--- src/rtl/fetch_pkg.sv ---
// -----------------------------------------------------------------------------
// fetch_pkg
//  Shared definitions for the instruction fetch path: the sequencer state
//  encoding, instruction size, default widths and the NOP encoding.
//  Configuration macro used by the fetch path: FETCH_WRAP_EN (see
//  fetch_sequencer.sv).
// -----------------------------------------------------------------------------
package fetch_pkg;

   localparam int INSTR_BYTES = 4;
   localparam int ADDR_W_DEF  = 4;
   localparam int DATA_W_DEF  = 32;

   localparam logic [31:0] NOP = 32'h0000_0013;

   localparam logic [1:0] ST_IDLE  = 2'd0;
   localparam logic [1:0] ST_FETCH = 2'd1;
   localparam logic [1:0] ST_HALT  = 2'd2;

   typedef enum logic [1:0] {
      IDLE  = ST_IDLE,
      FETCH = ST_FETCH,
      HALT  = ST_HALT
   } state_t;

endpackage

--- src/rtl/fetch_buffer.sv ---
// -----------------------------------------------------------------------------
// fetch_buffer
//  One-entry valid/ready slot holding a fetched instruction and its PC.
//  Ports:
//   clk, rst_n     clock, asynchronous active-low reset
//   load           capture data_in/pc_in and mark the slot valid
//   flush          drop the slot contents (wins over load and accept)
//   data_in, pc_in instruction word and its byte address
//   ready          downstream accepts the slot this cycle
//   valid          slot holds an instruction
//   data, pc       buffered instruction and byte address
// -----------------------------------------------------------------------------
module fetch_buffer #(
   parameter int DATA_W = 32,
   parameter int PC_W   = 6
) (
   input  logic              clk,
   input  logic              rst_n,
   input  logic              load,
   input  logic              flush,
   input  logic [DATA_W-1:0] data_in,
   input  logic [PC_W-1:0]   pc_in,
   input  logic              ready,
   output logic              valid,
   output logic [DATA_W-1:0] data,
   output logic [PC_W-1:0]   pc
);

   always_ff @(posedge clk or negedge rst_n) begin
      if (!rst_n) begin
         valid <= 1'b0;
         data  <= '0;
         pc    <= '0;
      end else if (flush) begin
         valid <= 1'b0;
      end else if (load) begin
         valid <= 1'b1;
         data  <= data_in;
         pc    <= pc_in;
      end else if (valid && ready) begin
         valid <= 1'b0;
      end
   end

endmodule

--- src/rtl/fetch_sequencer.sv ---
// -----------------------------------------------------------------------------
// fetch_sequencer
//  Owns the PC, drives the instruction ROM word address and registers each
//  fetched word into a one-entry buffer handed to decode with valid/ready.
//  Accepts aligned branch redirects from execute; misaligned targets are
//  dropped and flagged for one cycle.
//  Macro FETCH_WRAP_EN: when defined, fetch wraps from the last ROM word back
//  to word 0 and never halts; when undefined, capturing the last word halts.
//  Ports:
//   clk, rst_n        clock, asynchronous active-low reset
//   start             pulse: leave IDLE and fetch from the current PC
//   redirect_valid    redirect request, target in redirect_pc (byte address)
//   rom_address       ROM word address (PC word index)
//   rom_instruction   combinational ROM read data
//   instr_valid/ready handshake toward decode
//   instr_data/pc     buffered instruction and its byte address
//   halted            high while in HALT
//   misalign_err      pulse after a redirect with a non-word-aligned target
// -----------------------------------------------------------------------------
module fetch_sequencer
   import fetch_pkg::*;
#(
   parameter int ADDR_W   = ADDR_W_DEF,
   parameter int DATA_W   = DATA_W_DEF,
   parameter int RESET_PC = 0
) (
   input  logic              clk,
   input  logic              rst_n,
   input  logic              start,
   input  logic              redirect_valid,
   input  logic [ADDR_W+1:0] redirect_pc,
   output logic [ADDR_W-1:0] rom_address,
   input  logic [DATA_W-1:0] rom_instruction,
   output logic              instr_valid,
   input  logic              instr_ready,
   output logic [DATA_W-1:0] instr_data,
   output logic [ADDR_W+1:0] instr_pc,
   output logic              halted,
   output logic              misalign_err
);

   localparam int PC_W = ADDR_W + 2;
   localparam logic [PC_W-1:0] RESET_PC_V = PC_W'(RESET_PC);
   localparam logic [PC_W-1:0] PC_STEP    = PC_W'(INSTR_BYTES);
   localparam logic [PC_W-1:0] LAST_PC    = PC_W'(((2 ** ADDR_W) - 1) * INSTR_BYTES);

`ifdef FETCH_WRAP_EN
   localparam bit WRAP_EN = 1'b1;
`else
   localparam bit WRAP_EN = 1'b0;
`endif

   state_t          state, state_nxt;
   logic [PC_W-1:0] pc, pc_nxt;
   logic            active;
   logic            redirect_ok;
   logic            redirect_bad;
   logic            slot_free;
   logic            load;

   // Redirects are only honoured once the sequencer has been started.
   assign active       = (state != IDLE);
   assign redirect_ok  = active && redirect_valid && (redirect_pc[1:0] == 2'b00);
   assign redirect_bad = active && redirect_valid && (redirect_pc[1:0] != 2'b00);

   // A redirect flushes the slot, so no ROM word is captured in that cycle.
   assign slot_free = !instr_valid || instr_ready;
   assign load      = (state == FETCH) && slot_free && !redirect_ok;

   assign rom_address = pc[PC_W-1:2];
   assign halted      = (state == HALT);

   always_ff @(posedge clk or negedge rst_n) begin
      if (!rst_n) begin
         state        <= IDLE;
         pc           <= RESET_PC_V;
         misalign_err <= 1'b0;
      end else begin
         state        <= state_nxt;
         pc           <= pc_nxt;
         misalign_err <= redirect_bad;
      end
   end

   always_comb begin
      state_nxt = state;
      pc_nxt    = pc;
      case (state)
         IDLE: begin
            if (start) state_nxt = FETCH;
         end
         FETCH: begin
            if (load) begin
               // PC wraps naturally at 2**PC_W; only the halt decision is configurable.
               pc_nxt = pc + PC_STEP;
               if ((pc == LAST_PC) && !WRAP_EN) state_nxt = HALT;
            end
         end
         HALT: begin
            state_nxt = HALT;
         end
         default: state_nxt = IDLE;
      endcase
      if (redirect_ok) begin
         state_nxt = FETCH;
         pc_nxt    = redirect_pc;
      end
   end

   fetch_buffer #(
      .DATA_W (DATA_W),
      .PC_W   (PC_W)
   ) u_buffer (
      .clk     (clk),
      .rst_n   (rst_n),
      .load    (load),
      .flush   (redirect_ok),
      .data_in (rom_instruction),
      .pc_in   (pc),
      .ready   (instr_ready),
      .valid   (instr_valid),
      .data    (instr_data),
      .pc      (instr_pc)
   );

endmodule

--- config.mk ---
export PLATFORM = sky130hd
export DESIGN_NAME = fetch_sequencer
export DESIGN_NICKNAME = d
export VERILOG_FILES = /design/src/rtl/fetch_pkg.sv /design/src/rtl/fetch_buffer.sv /design/src/rtl/fetch_sequencer.sv
export SDC_FILE = /design/constraint.sdc
export NUM_CORES = 1
export LEC_CHECK = 0
export CAP_MARGIN = 25
export CORE_MARGIN = 2
export CORE_UTILIZATION = 42
export CTS_CLUSTER_DIAMETER = 150
export DETAILED_ROUTE_END_ITERATION = 7
export PLACE_DENSITY_LB_ADDON = 0.12
export SETUP_SLACK_MARGIN = 0.15
export SLEW_MARGIN = 20
export SYNTH_ARGS = -nofsm -noshare
export SYNTH_HDL_FRONTEND = slang
export SYNTH_HIERARCHICAL = 1
export SYNTH_SLANG_ARGS = --single-unit
--- constraint.sdc ---
create_clock -name clk -period 2.4 [get_ports clk]
set_input_delay 0.48 -clock clk [delete_from_list [all_inputs] [get_ports clk]]
set_output_delay 0.48 -clock clk [all_outputs]
set_load 0.03 [all_outputs]
[Word-level counts from Yosys, hierarchy flattened]
Index checks and enable logic that the tools add are counted.
W data, S select, Z words.
Word-level totals
  register bits: 48
  bits in latches: 0
  bits in writable memories: 0
  memory bits (read-only): 0
  input bits: 43
  output and inout port bits: 45
  word-level logic and storage cells: 44
  memories kept: 0
Cells by class
  $add $sub $neg: 1
  multiply operators: 0
  divide/modulo/power cells: 0
  magnitude comparators: 0
  eq/ne operators: 6
  shift-type cells: 0
  muxes and demuxes: 11
  bitwise logic cells: 1
  reduce and logical (&&, ||, !) cells: 19
Operators by type and width (number)
  $mux W6: 3
  $mux W2: 4
  $reduce_bool A2 Y1: 4
  $add A6 B3 Y6 const B: 1
  $eq A6 B6 Y1 const B: 1
  $logic_and A1 B1 Y1: 6
  $ne A3 B3 Y1 const B: 2
  $pmux W2 S3: 1
  $logic_not A2 Y1: 2
  $reduce_and A2 Y1: 2
  $mux W1: 3
  $ne A3 B2 Y1 const B: 1
  $reduce_and A3 Y1: 1
  $reduce_bool A3 Y1: 1
  $eq A2 B1 Y1 const B: 1
  $eq A2 B2 Y1 const B: 1
  $logic_not A1 Y1: 2
  $logic_or A1 B1 Y1: 1
  $not A1 Y1: 1

[Logic depth before layout (Yosys ltp)]
Gate-level depths: netlist of run 1.
  depth in word-level cells: 8
  mapped depth: 9
  depth with buffers taken out: 6

[Modules after synthesis]
Netlist of run 1, hierarchy kept.
By module, submodules not included
  fetch_buffer: instances 1, cells each 85, area an instance 1566.5 µm², seq. area each 975.9 µm²
  fetch_sequencer: instances 1, cells each 51, area an instance 543.0 µm², seq. area each 225.2 µm²

[Least setup slack after synthesis of run 1]
No wires, ideal clock.
  path kind: reg-to-reg
  start point: reg state[0]
  end point: reg u_buffer.data[10]
  setup time: 0.125 ns
  data arrival time: 1.970 ns
  required time: 2.275 ns
  path slack: 0.305 ns
  stages on the path, launching flop included: 10
  buffers on the path: 3
  period minus slack after synthesis: 2.095 ns
  path through: dfrtp_1 -> inv_1 -> ha_1 -> nor4b_4 -> buf_2 -> nor2_1 -> nor2b_4 -> buf_6 -> buf_12 -> mux2_4
On the way
  cells in the longest elaborated chain, start to end: 6
  elaborated cells between the ends (all ways): 9
  classes of those cells: eq/ne (1); bitwise (1); reduce/logical (7)
Ends and longest elaborated chain
  from (decl): RTL line fetch_sequencer.sv:53  | state_t state, state_nxt;
  from (signal assigned): RTL line fetch_sequencer.sv:79  | state <= state_nxt;
  $reduce_bool A2 Y1: RTL line fetch_sequencer.sv:62  | assign active = (state != IDLE);
  $logic_and A1 B1 Y1 (2 in series): RTL line fetch_sequencer.sv:63  | assign redirect_ok = active && redirect_valid && (redirect_pc[1:0] == 2'b00);
  net redirect_ok: RTL line fetch_sequencer.sv:56  | logic redirect_ok;
  $logic_not A1 Y1: RTL line fetch_sequencer.sv:68  | assign load = (state == FETCH) && slot_free && !redirect_ok;
  $logic_and A1 B1 Y1: RTL line fetch_sequencer.sv:68
  net load: RTL line fetch_sequencer.sv:59  | logic load;
  $reduce_and A2 Y1 (no source line)
  to (signal assigned): RTL line fetch_buffer.sv:38  | data <= data_in;
  to (decl): RTL line fetch_buffer.sv:25  | output logic [DATA_W-1:0] data,
The timed path passes the listed nets, and every way through them passes these cells.
A chain may end at the register's enable or synchronous reset.

[Worst setup path in the final report of run 1]
  start point: in instr_ready
  end point: reg u_buffer.data[29]
On the way
  cells in the longest elaborated chain, start to end: 4
Ends and longest elaborated chain
  from (decl): RTL line fetch_sequencer.sv:35  | input logic instr_ready,
  $logic_or A1 B1 Y1: RTL line fetch_sequencer.sv:67  | assign slot_free = !instr_valid || instr_ready;
  $logic_and A1 B1 Y1 (2 in series): RTL line fetch_sequencer.sv:68
  net load: RTL line fetch_sequencer.sv:59
  $reduce_and A2 Y1 (no source line)
The timed path passes the listed nets, and every way through them passes these cells.

==> results of run 1 <==
[power breakdown]
part	leakage, uW	total (uW)	internal (uW)	switching, uW
combinational	0.000713	2640	1320	1310
sequential	0.000579	1420	1190	227
clock	0.0000445	488	234	254
total	0.00134	4540	2750	1800
[cell usage after synthesis (2+ instances only)]
master | count | share of area [%]
inv_1 | 4 | 0.71
nand3_1 | 2 | 0.47
mux2_4 | 20 | 14
mux2_2 | 19 | 10
dfrtp_1 | 48 | 57
xor2_1 | 2 | 0.83
o21ai_0 | 3 | 0.71
nand2_1 | 5 | 0.89
ha_1 | 4 | 2.4
nand2b_1 | 2 | 0.59
buf_12 | 2 | 1.9
nor2_1 | 2 | 0.36
buf_4 | 5 | 1.8
mux2i_1 | 2 | 0.95
nor2b_1 | 2 | 0.59
[flip-flops by register name (all words and copies together) (netlist names)]
name            flops
pc                  6
u_buffer/pc         6
misalign_err        1
u_buffer/data      32
u_buffer/valid      1
state               2
[stage by stage]
step	util [%]	hold slack, ns	std cells
after floorplan	-	0.184	136
after global placement	62.7	0.491	284
after detailed placement	62.7	0.492	284
after CTS	64.7	0.193	292
after global routing	64.7	0.232	292
final	64.7	0.192	292
[per-layer routing]
layer | routed length (um) | vias up | GRT usage [%]
li1 | - | 639 | -
met1 | 1850 | 678 | 20.3
met2 | 2310 | 44 | 29.8
met3 | 234 | 2 | 4.69
met4 | 27 | 0 | 4.17
met5 | 0 | - | 0
[worst paths after layout]
kind / cells after the start / slack, ns / from / to
max: 7 / 0.33 / instr_ready / u_buffer/data[29]
min: 1 / 0.19 / rst_n / u_buffer/pc[0]
max reg2reg: 7 / 0.34 / state[1] / u_buffer/data[29]
min reg2reg: 1 / 0.51 / u_buffer/data[0] / u_buffer/data[0]
max in group asynchronous: 2 / 1.50 / rst_n / pc[5]
min in group clk: 1 / 0.51 / u_buffer/data[0] / u_buffer/data[0]
[cells by family after synthesis]
kind of cell	count (synthesis)	share of synthesized area, %
DFF	48	56.9
AOI/OAI and AO/OA	7	2.55
and+or+nand+nor	19	6.23
buffers and inverters	14	5.34
muxes	41	25.3
xor gates and xnor gates	3	1.25
adders and majority gates	4	2.37
[cell type report]
cell class	instances	area (um^2)	area share [%]
multi-input cells	74	796	25.7
clock inverters	1	7.51	0.243
flip-flops and latches	48	1200	38.8
repair buffers	90	901	29.1
clock buffers	7	86.3	2.79
well taps	67	83.8	2.71
inverters	5	18.8	0.607
==> qor.csv, run 1 <==
metric,value,unit
status,completed,
final_antenna_net_count,0,
clock_latency,0.29,ns
path_clk_slew,0.09,ns
cp_slowest_cell,clkdlybuf4s50_1,
first_global_vias,1454,
fp.coreArea,0.00479,mm^2
clk_path_buf_depth,2,
antenna_found_initial,0,
syn_area,0.00211,mm^2
seq_area_frac_synth,56.9,%
die_h,74.9,um
die_area,0.00561,mm^2
dpl_cell_area,0.00300,mm^2
pre_cts_ws,0.0392,ns
drt_iter0_drc,71,
hold_viol_final,0,
finalNetCount,271,
cp_cell_sequence,clkdlybuf4s50_1 > nand2b_1 > nand2_1 > nor2_1 > nor2b_4 > buf_12 > mux2_2,
grt_max_degree,39,
crit_path_start_kind,input port,
p_per_area,1470,mW/mm^2
grt_first_pass_wirelength,7.06,mm
final_cell_mix,"clkdlybuf4s50_1 (86), dfrtp_1 (48), mux2_4 (20)",
crit_type,input port to flop,
period_needed,2.07,ns
syn-instance-count,136,
crit_family,buffers and inverters,
worstMarginPinSlew,0.608,ns
rows,25,
ir_drop,0.725,mV
synth_ff_type,dfrtp_1,
critPathRequiredTime,2.58,ns
worst_clock_skew,0.00716,ns
setup_tns,0,ns
path_buf_inv,2,
drive_above_1_share,24.4,%
synth_edf_count,0,
hold_class,input port to async pin,
max_stage_delay,0.46,ns
grt.total_usage,16.8,%
layout_commonest_cell,clkdlybuf4s50_1,
cp_max_fo,38,
syn_area_per_cell,15.5,um^2
ioPinCount,88,
h-tree-depth,2,
gp_congestion,0.798,
post-dp-hpwl,3.26,mm
clockRootBuffer,clkbuf_8,
rsz0062_at_grt,no,
slew-limit-headroom,59.5,%
tritoncts,done,
area_delta_synth_final,46.7,%
async_reset_ff_share,100,%
cp_data_arrival_time,2.26,ns
dieWidth,74.9,um
numClockSinks,48,
maxCapViolations,0,
numCtsBuffers,5,
drc,0,
slew_viol_final,0,
io_buffers,87,
postCtsResizedCells,0,
synth_seq_cells,48,
viasPerCell,4.67,
ys_types,29,
finalSetupViolCount,0,
finalCritPeriodShare,86.4,%
firstDrtPassIters,4,
timing.final.ws_setup,0.327,ns
antennaDiodeCount,0,
post_cts_buffers,0,
wire_per_inst,15.1,um
holdBufCountCts,0,
cp-end-kind,flop,
num_vias,1363,
fin_area,0.00309,mm^2
leakage,0.00134,uW
ys.warnings.count,6,
fill_cells,369,
fmax,0.482,GHz
wl,4.42,mm
synth_fp_nets,183,
gr-total-overflow,0,
initial_utilization,44.1,%
power.total,4540,uW
Power figures use the tool's default switching activity.
==> run 2, diff against run 1 <==
Settings changed: CTS_BUF_LIST from default to sky130_fd_sc_hd__clkbuf_16.
==> run 2 against run 1 <==
Against the previous run: sequential power about the same; worst hold slack better by 0.018 ns; maximum frequency down 0.81%; sequential cell count unchanged; clock-buffer cell count down 2; critical path type unchanged; highest routed layer unchanged.
==> qor.csv, run 2 (synthesis results as in run 1) <==
metric,value,unit,change
wire_per_inst,15.2,um,+0.45%
power.share.clock,13.8,%,+3.1 points
grt_max_degree,39,,unchanged
antennaDiodeCount,0,,unchanged
clockRootBuffer,clkbuf_16,,
worst_hold_slack,0.209,ns,+0.0178 ns
cp-end-kind,flop,,
rows,25,,unchanged
period_needed,2.09,ns,+0.0170 ns
worst_clock_skew,0.00312,ns,-0.00404 ns
slew_viol_final,0,,unchanged
largest_register_ffs,32,,unchanged
clock_latency,0.28,ns,about the same
layout_commonest_cell,clkdlybuf4s50_1,,
die_area,0.00561,mm^2,unchanged
p_per_area,1500,mW/mm^2,+2.2%
switching_share,38.6,%,-0.96 points
r2r-end,u_buffer/data[27],,
maxCapViolations,0,,unchanged
p_int,2890,uW,+5.3%
first_global_vias,1478,,+1.7%
drt_iter0_drc,74,,+4.2%
p_sw,1820,uW,+1.2%
tritoncts,done,,
slew-limit-headroom,59.3,%,-0.15 points
h-tree-depth,2,,unchanged
dpl_cell_area,0.00300,mm^2,unchanged
hold_class,input port to async pin,,
drc,0,,unchanged
r2r_start,state[1],,
ioPinCount,88,,unchanged
clk_path_buf_depth,2,,unchanged
fin_area,0.00314,mm^2,+1.5%
rsz0062_at_grt,no,,
io_buffers,87,,unchanged
die_h,74.9,um,unchanged
viasPerCell,4.72,,+1.0%
gp_congestion,0.798,,unchanged
post_cts_buffers,0,,unchanged
finalNetCount,271,,unchanged
power_frac_seq,30.2,%,-1.0 points
dieWidth,74.9,um,unchanged
pwr-share-comb,56.1,%,-1.9 points
postCtsResizedCells,0,,unchanged
grt.total_usage,16.8,%,unchanged
antenna_found_initial,0,,unchanged
final_antenna_net_count,0,,unchanged
multi_input_area,796,um^2,unchanged
finalSetupViolCount,0,,unchanged
fmax,0.478,GHz,-0.81%
gr-total-overflow,0,,unchanged
initial_utilization,44.1,%,unchanged
wl,4.44,mm,+0.45%
path_clk_slew,0.06,ns,-0.03 ns
hold_viol_final,0,,unchanged
status,completed,,
power.total,4710,uW,+3.7%
reg_top3,"u_buffer/data: 32 flops, pc: 6 flops, u_buffer/pc: 6 flops",,
post-dp-hpwl,3.26,mm,unchanged
final_cell_mix,"clkdlybuf4s50_1 (86), dfrtp_1 (48), mux2_4 (20)",,
holdBufCountCts,0,,unchanged
final-seq-area,0.00120,mm^2,unchanged
finalCritPeriodShare,87.1,%,+0.71 points
firstDrtPassIters,5,,+1
ir_drop,0.732,mV,+1.0%
top_register,u_buffer/data,,
reg2reg_depth,7,,unchanged
crit_path_start_kind,input port,,
drive_above_1_share,24.0,%,-0.44 points
cp_data_arrival_time,2.25,ns,about the same
fill_cells,364,,-1.4%
area_delta_synth_final,48.9,%,
reg2reg_setup_slack,0.34,ns,about the same
numClockSinks,48,,unchanged
setup_tns,0,ns,unchanged
fp.coreArea,0.00479,mm^2,unchanged
numCtsBuffers,5,,unchanged
cp_max_fo,38,,unchanged
critPathRequiredTime,2.56,ns,-0.02 ns
num_vias,1377,,+1.0%
worstMarginPinSlew,0.610,ns,+0.00225 ns
leakage,0.00136,uW,+1.8%
crit_type,input port to flop,,
grt_first_pass_wirelength,7.14,mm,+1.2%
[run 2: layer usage]
layer | routed length (um) | part of all wire [%] | GRT usage [%] | up-vias
li1 | - | - | - | 645
met1 | 1880 | 42 | 20.7 | 690
met2 | 2340 | 53 | 29.9 | 40
met3 | 202 | 4.5 | 4.28 | 2
met4 | 22 | 0.50 | 3.57 | 0
met5 | 0 | 0 | 0 | -
[run 2: worst max-delay path by stage]
| stage | start | endpoint | slack, ns |
|---|---|---|---|
| final | instr_ready | u_buffer/data[27] | 0.31 |
| after global routing | state[1] | u_buffer/data[29] | 0.22 |
| after CTS | instr_ready | u_buffer/data[29] | 0.33 |
| after detailed placement | instr_ready | u_buffer/data[29] | 0.04 |
| after global placement | instr_ready | u_buffer/data[31] | 0.13 |
| after floorplan | state[0] | u_buffer/data[10] | 0.30 |
[run 2: area by class of cell]
type                    count  share of cell area [%]
flip-flops and latches     48                    38.2
well taps                  67                    2.67
clock inverters             3                   0.478
inverters                   5                   0.598
clock buffers               5                    3.98
repair buffers             90                    28.7
multi-input cells          74                    25.3
[run 2: power by group through the flow]
| stage | Combinational (uW) | Sequential [uW] | Clock (uW) |
|---|---|---|---|
| after CTS | 2670 | 1430 | 673 |
| final | 2640 | 1420 | 649 |
| after global routing | 2790 | 1470 | 717 |
| after detailed placement | 2650 | 1440 | 0 |
| after global placement | 2590 | 1420 | 0 |
| after floorplan | 1130 | 2050 | 0 |
[run 2: stage by stage]
stage	worst slack, ns	util, %	std cells
after floorplan	0.305	-	136
after global placement	0.134	62.7	284
after detailed placement	0.0392	62.7	284
after CTS	0.325	65.6	292
after global routing	0.216	65.6	292
final	0.310	65.6	292
[run 2: critical path, cell delays in order]
cell and delay [ns]:
clkdlybuf4s50_1 0.46, nand2b_1 0.17, nand2_1 0.13, nor2_1 0.17, nor2b_4 0.19, buf_12 0.26
mux2_2 0.37
